**config.mk**
```make
export PLATFORM = sky130hd
export DESIGN_NAME = decimal_key_encoder
export DESIGN_NICKNAME = d
export VERILOG_FILES = /design/src/rtl/bcd_pkg.sv /design/src/rtl/key_sync.sv /design/src/rtl/decimal_key_encoder.sv
export SDC_FILE = /design/constraint.sdc
export NUM_CORES = 1
export LEC_CHECK = 0
export BUFFER_PORTS_ARGS = -buffer_cell sky130_fd_sc_hd__buf_2
export CAP_MARGIN = 30
export CORE_MARGIN = 2
export CORE_UTILIZATION = 40
export DETAILED_ROUTE_END_ITERATION = 10
export HOLD_SLACK_MARGIN = 0.02
export PLACE_DENSITY = 0.6
export REMOVE_ABC_BUFFERS = 1
export SLEW_MARGIN = 20
export SYNTH_ARGS = -nofsm -noshare
export SYNTH_HDL_FRONTEND = slang
export SYNTH_SLANG_ARGS = --single-unit
```
**constraint.sdc**
```tcl
create_clock -name clk -period 2.4 [get_ports clk]
set_clock_uncertainty 0.05 [all_clocks]
set_input_delay 0.48 -clock clk [delete_from_list [all_inputs] [get_ports clk]]
set_output_delay 0.48 -clock clk [all_outputs]
set_load 0.005 [all_outputs]
```
**src/rtl/bcd_pkg.sv**
```systemverilog
// bcd_pkg: shared states, widths and the decimal priority encoder for the BCD key path.
package bcd_pkg;
  localparam int NUM_DIGITS = 10;
  localparam int BCD_W = 4;
  typedef enum logic [1:0] {IDLE, DEBOUNCE, PRESENT, RELEASE} state_t;
  function automatic logic [BCD_W-1:0] prio_encode(input logic [NUM_DIGITS-1:0] v);
    logic [BCD_W-1:0] c;
    c = '0;
    for (int i = 0; i < NUM_DIGITS; i++)
      if (v[i]) c = BCD_W'(i);
    return c;
  endfunction
endpackage

```
**src/rtl/key_sync.sv**
```systemverilog
// key_sync: 2-flop synchronizer; resets to all-ones so active-low lines read as released.
module key_sync #(
  parameter int W = 10
) (
  input  logic         clk,
  input  logic         rst,
  input  logic [W-1:0] d,
  output logic [W-1:0] q
);
  logic [W-1:0] meta;
  always_ff @(posedge clk) begin
    if (rst) begin
      meta <= '1;
      q    <= '1;
    end else begin
      meta <= d;
      q    <= meta;
    end
  end
endmodule

```
**src/rtl/decimal_key_encoder.sv**
```systemverilog
// decimal_key_encoder: debounced one-of-ten to BCD priority encoder, one handshake per press.
module decimal_key_encoder
  import bcd_pkg::*;
#(
  parameter int DEBOUNCE_CYCLES = 4
) (
  input  logic                  clk,
  input  logic                  rst,
  input  logic [NUM_DIGITS-1:0] key_n,
  output logic [BCD_W-1:0]      bcd,
  output logic                  valid,
  input  logic                  ready,
  output logic                  multi,
  output logic                  busy
);
  localparam int CW = $clog2(DEBOUNCE_CYCLES + 1);
  localparam logic [CW-1:0] DC = CW'(DEBOUNCE_CYCLES);
  localparam logic [CW-1:0] ONE = CW'(1);
  logic [NUM_DIGITS-1:0] key_s;
  logic [NUM_DIGITS-1:0] pressed;
  logic [BCD_W-1:0]      code;
  logic [BCD_W-1:0]      cand;
  logic [CW-1:0]         cnt;
  logic                  any;
  logic                  many;
  state_t                state;
  key_sync #(.W(NUM_DIGITS)) u_sync (.clk(clk), .rst(rst), .d(key_n), .q(key_s));
  always_comb begin
    pressed = ~key_s;
    any     = |pressed;
    many    = (pressed & (pressed - NUM_DIGITS'(1))) != '0;
    code    = prio_encode(pressed);
  end
  assign busy = state != IDLE;
  // cnt only advances while below DC, so it saturates rather than wrapping
  always_ff @(posedge clk) begin
    if (rst) begin
      state <= IDLE;
      cnt   <= '0;
      cand  <= '0;
      bcd   <= '0;
      valid <= 1'b0;
      multi <= 1'b0;
    end else begin
      case (state)
        IDLE: if (any) begin
          cand <= code;
          cnt  <= ONE;
          if (DEBOUNCE_CYCLES == 1) begin
            bcd   <= code;
            multi <= many;
            valid <= 1'b1;
            state <= PRESENT;
          end else state <= DEBOUNCE;
        end
        DEBOUNCE: if (!any) begin
          cnt   <= '0;
          state <= IDLE;
        end else if (code != cand) begin
          cand <= code;
          cnt  <= ONE;
        end else if (cnt + ONE >= DC) begin
          cnt   <= DC;
          bcd   <= cand;
          multi <= many;
          valid <= 1'b1;
          state <= PRESENT;
        end else cnt <= cnt + ONE;
        PRESENT: if (ready) begin
          valid <= 1'b0;
          cnt   <= '0;
          state <= RELEASE;
        end
        RELEASE: if (any) cnt <= '0;
        else if (cnt + ONE >= DC) begin
          cnt   <= '0;
          state <= IDLE;
        end else cnt <= cnt + ONE;
        default: state <= IDLE;
      endcase
    end
  end
endmodule

```
==> flow_metrics.py <==
metrics = {
    "run_status": {
        "status": "completed",
    },
    "critical_path": {
        "crit_cells": 6,
        "critPathRequiredTime_ns": 2.56,
        "crit_path_cell_trace": "and4_4 > mux2i_1 > o32ai_1 > and2_4 > and3_1 > mux2i_1",
        "crit_slowest_cell": "dfxtp_1",
        "endpoint_kind": "flip-flop",
        "r2r_start": "u_sync.q[4]$_SDFF_PP1_",
        "timing_worst_setup_path_type": "reg -> reg",
        "r2r_end": "bcd[2]$_SDFFE_PP0P_",
        "worst_path_largest_cell_delay_ns": 0.43,
        "cp_max_fo": 11,
        "cpMostUsedCell": "mux2i_1",
        "arrival_ns": 2.30,
        "worst_r2r_path_depth": 6,
        "crit_family": "simple AND/OR/NAND/NOR gates",
        "path_buf_inv": 0,
        "start_kind": "flip-flop",
        "r2r_slack_ns": 0.26,
    },
    "synthesis": {
        "synth_area_per_cell_sq_um": 9.06,
        "ys_ff_latch": 35,
        "yosysWarnings": 0,
        "synthDistinctLibCells": 51,
        "synthCells": 184,
        "syn-cell-area_sq_um": 1670,
        "synth_seq_area_share_pct": 42.0,
    },
    "timing": {
        "slew_violations": 0,
        "finalWorstSetupSlack_ns": 0.263,
        "slew_headroom_pct": 64.7,
        "finalSetupTns_ns": 0,
        "holdWs_ns": 0.312,
        "hold_violations": 0,
        "finalCritPeriodShare_pct": 89.0,
        "worst_pin_slew_ns": 0.530,
        "clock.fmax_mhz": 468,
        "setup_viol": 0,
        "post-route-min-period_ns": 2.14,
        "rsz0062_at_grt": "no",
    },
    "die": {
        "dieArea_sq_um": 4700,
        "die_y_um": 68.6,
        "fp-row-count": 23,
        "ioPinCount": 20,
        "coreArea_sq_um": 4000,
        "die_w_um": 68.6,
        "initial_utilization_pct": 41.7,
    },
    "clock_network": {
        "ctsResizeCount": 0,
        "numCtsBuffers": 5,
        "h-tree-depth": 2,
        "clk_pin_slew_ns": 0.07,
        "postCtsSetupBuffers": 0,
        "root_buffer": "clkbuf_8",
        "cts_max_path_buffers": 2,
        "clk_latency_ns": 0.29,
        "numClockSinks": 35,
        "cts_tree": "built",
        "hold_buffers": 0,
    },
    "drt": {
        "drtPass1Iterations": 5,
        "dr.first_iter.drc_count": 56,
        "wirelength_um": 3360,
        "final_antenna_net_count": 0,
        "vias": 1351,
        "drc_errors": 0,
        "vias_per_cell": 5.40,
        "wire_per_inst_um": 13.4,
    },
    "placement": {
        "place_congestion": 0.795,
        "post-place-ws_ns": 0.285,
        "place_area_sq_um": 1760,
        "port_buffers": 19,
        "place_inst": 242,
        "dp_hpwl_um": 2440,
    },
    "min_path": {
        "hp-start": "key_n[3]",
        "min_path_type": "in -> reg",
        "hold_path_end": "u_sync.meta[3]$_SDFF_PP1_",
        "min_path_cells": 2,
    },
    "final_layout": {
        "finish.utilization_pct": 46.2,
        "nets": 213,
        "diodes": 0,
        "layout.cells.most_common": "dfxtp_1",
        "design_area_sq_um": 1850,
        "final_cell_mix": "35 x dfxtp_1, 20 x or2_2, 19 x buf_2",
        "drive_above_1_share_pct": 28.5,
        "ff_latch_area_sq_um": 701,
        "syn_to_final_growth_pct": 10.8,
        "instances_no_fill": 250,
        "n_fill_cell": 420,
        "multi_input_area_sq_um": 882,
    },
    "grt": {
        "first_global_vias": 1314,
        "grt_pass1_wl_um": 5610,
        "antenna_found_initial": 0,
        "grt_remaining_overflow": 0,
        "grt.total_usage_pct": 16.3,
        "grt_max_degree": 40,
    },
    "pwr": {
        "ir_drop_v": 0.000369,
        "finalPower_mw": 1.25,
        "p_per_area_nw_per_um2": 678,
        "cellLeakagePower_nw": 0.771,
    },
    "job": {
        "max-cap-violations": 0,
    },
}
how the worst max path moves through the flow:
| stage | from | end | slack (ns) |
|---|---|---|---|
| after floorplan | u_sync.q[4]$_SDFF_PP1_ | bcd[0]$_SDFFE_PP0P_ | 0.59 |
| after global placement | u_sync.q[3]$_SDFF_PP1_ | bcd[0]$_SDFFE_PP0P_ | 0.37 |
| after detailed placement | u_sync.q[3]$_SDFF_PP1_ | bcd[2]$_SDFFE_PP0P_ | 0.29 |
| after CTS | u_sync.q[3]$_SDFF_PP1_ | bcd[2]$_SDFFE_PP0P_ | 0.25 |
| after global routing | u_sync.q[5]$_SDFF_PP1_ | bcd[2]$_SDFFE_PP0P_ | 0.1 |
| final | u_sync.q[4]$_SDFF_PP1_ | bcd[2]$_SDFFE_PP0P_ | 0.26 |
per-layer routing:
| layer | vias to the layer above | share of wire [%] | global-route usage [%] |
|---|---|---|---|
| met5 | - | 0 | 0 |
| met4 | 0 | 2.8 | 10.5 |
| met3 | 9 | 3.4 | 3.57 |
| met2 | 30 | 50 | 27.8 |
| met1 | 637 | 44 | 18.3 |
| li1 | 675 | - | - |
synth_stat cells, drive strengths merged:
library cell	n	area [sq um]
a31oi	3	18.8
nor2b	1	6.26
o32ai	1	8.76
or4	1	11.3
o31a	2	17.5
a211o	1	8.76
o21ba	1	10.0
a21boi	1	7.51
and2b	1	7.51
nor3	2	10.0
xor2	1	8.76
o2111ai	1	8.76
and4	3	28.8
nand4	5	31.3
maj3	1	10.0
a41oi	1	16.3
mux2i	7	70.1
a221oi	2	23.8
ha	1	12.5
a21oi	11	55.1
and3b	1	8.76
a31o	1	8.76
nor2	4	17.5
o221ai	1	8.76
a211oi	4	35.0
dfxtp	35	701
inv	5	18.8
nand3	8	45.0
o211ai	1	7.51
clkbuf	6	22.5
or3	1	6.26
buf	5	43.8
nand2	17	63.8
or2	21	131
a221o	1	10.0
and2	4	27.5
o21ai	3	15.0
a21o	2	15.0
nand2b	11	68.8
nand3b	1	7.51
and3	3	18.8
or2b	1	7.51
nor3b	1	7.51
worst reg2reg max path, cell delays in order, from the launching register on:
cell     delay [ns]
dfxtp_1        0.43
and4_4         0.30
mux2i_1        0.11
o32ai_1        0.32
and2_4         0.27
and3_1         0.32
mux2i_1        0.25
cells by family after synthesis:
logic type / after synthesis / share of synthesized area [%]
AND/OR/NAND/NOR: 86 / 30.3
AO/OA/AOI/OAI: 37 / 16.5
flip-flops: 35 / 42.0
buffers and inverters: 16 / 5.10
multiplexers: 7 / 4.20
adder cells (fa/ha/maj): 2 / 1.35
XOR/XNOR: 1 / 0.525
state kept, by name, indices dropped and copies added (netlist names), named ones only:
register and flops:
u_sync.meta 10, u_sync.q 10, bcd 4, cand 4
cnt 3, multi 1, state 1, valid 1
report_power, final:
group | internal, mW | switching (mW)
sequential | 0.608 | 0.0322
clock | 0.202 | 0.221
combinational | 0.0922 | 0.0983
total | 0.902 | 0.352
final cells by class:
| cell class | instances | area share [%] |
|---|---|---|
| repair buffers | 19 | 5.15 |
| inverters | 5 | 1.02 |
| well taps | 50 | 3.39 |
| multi-input cells | 133 | 47.7 |
| clock buffers | 5 | 3.72 |
| flip-flops and latches | 35 | 37.9 |
| clock inverters | 3 | 1.08 |
(Power assumes the default switching activity.)
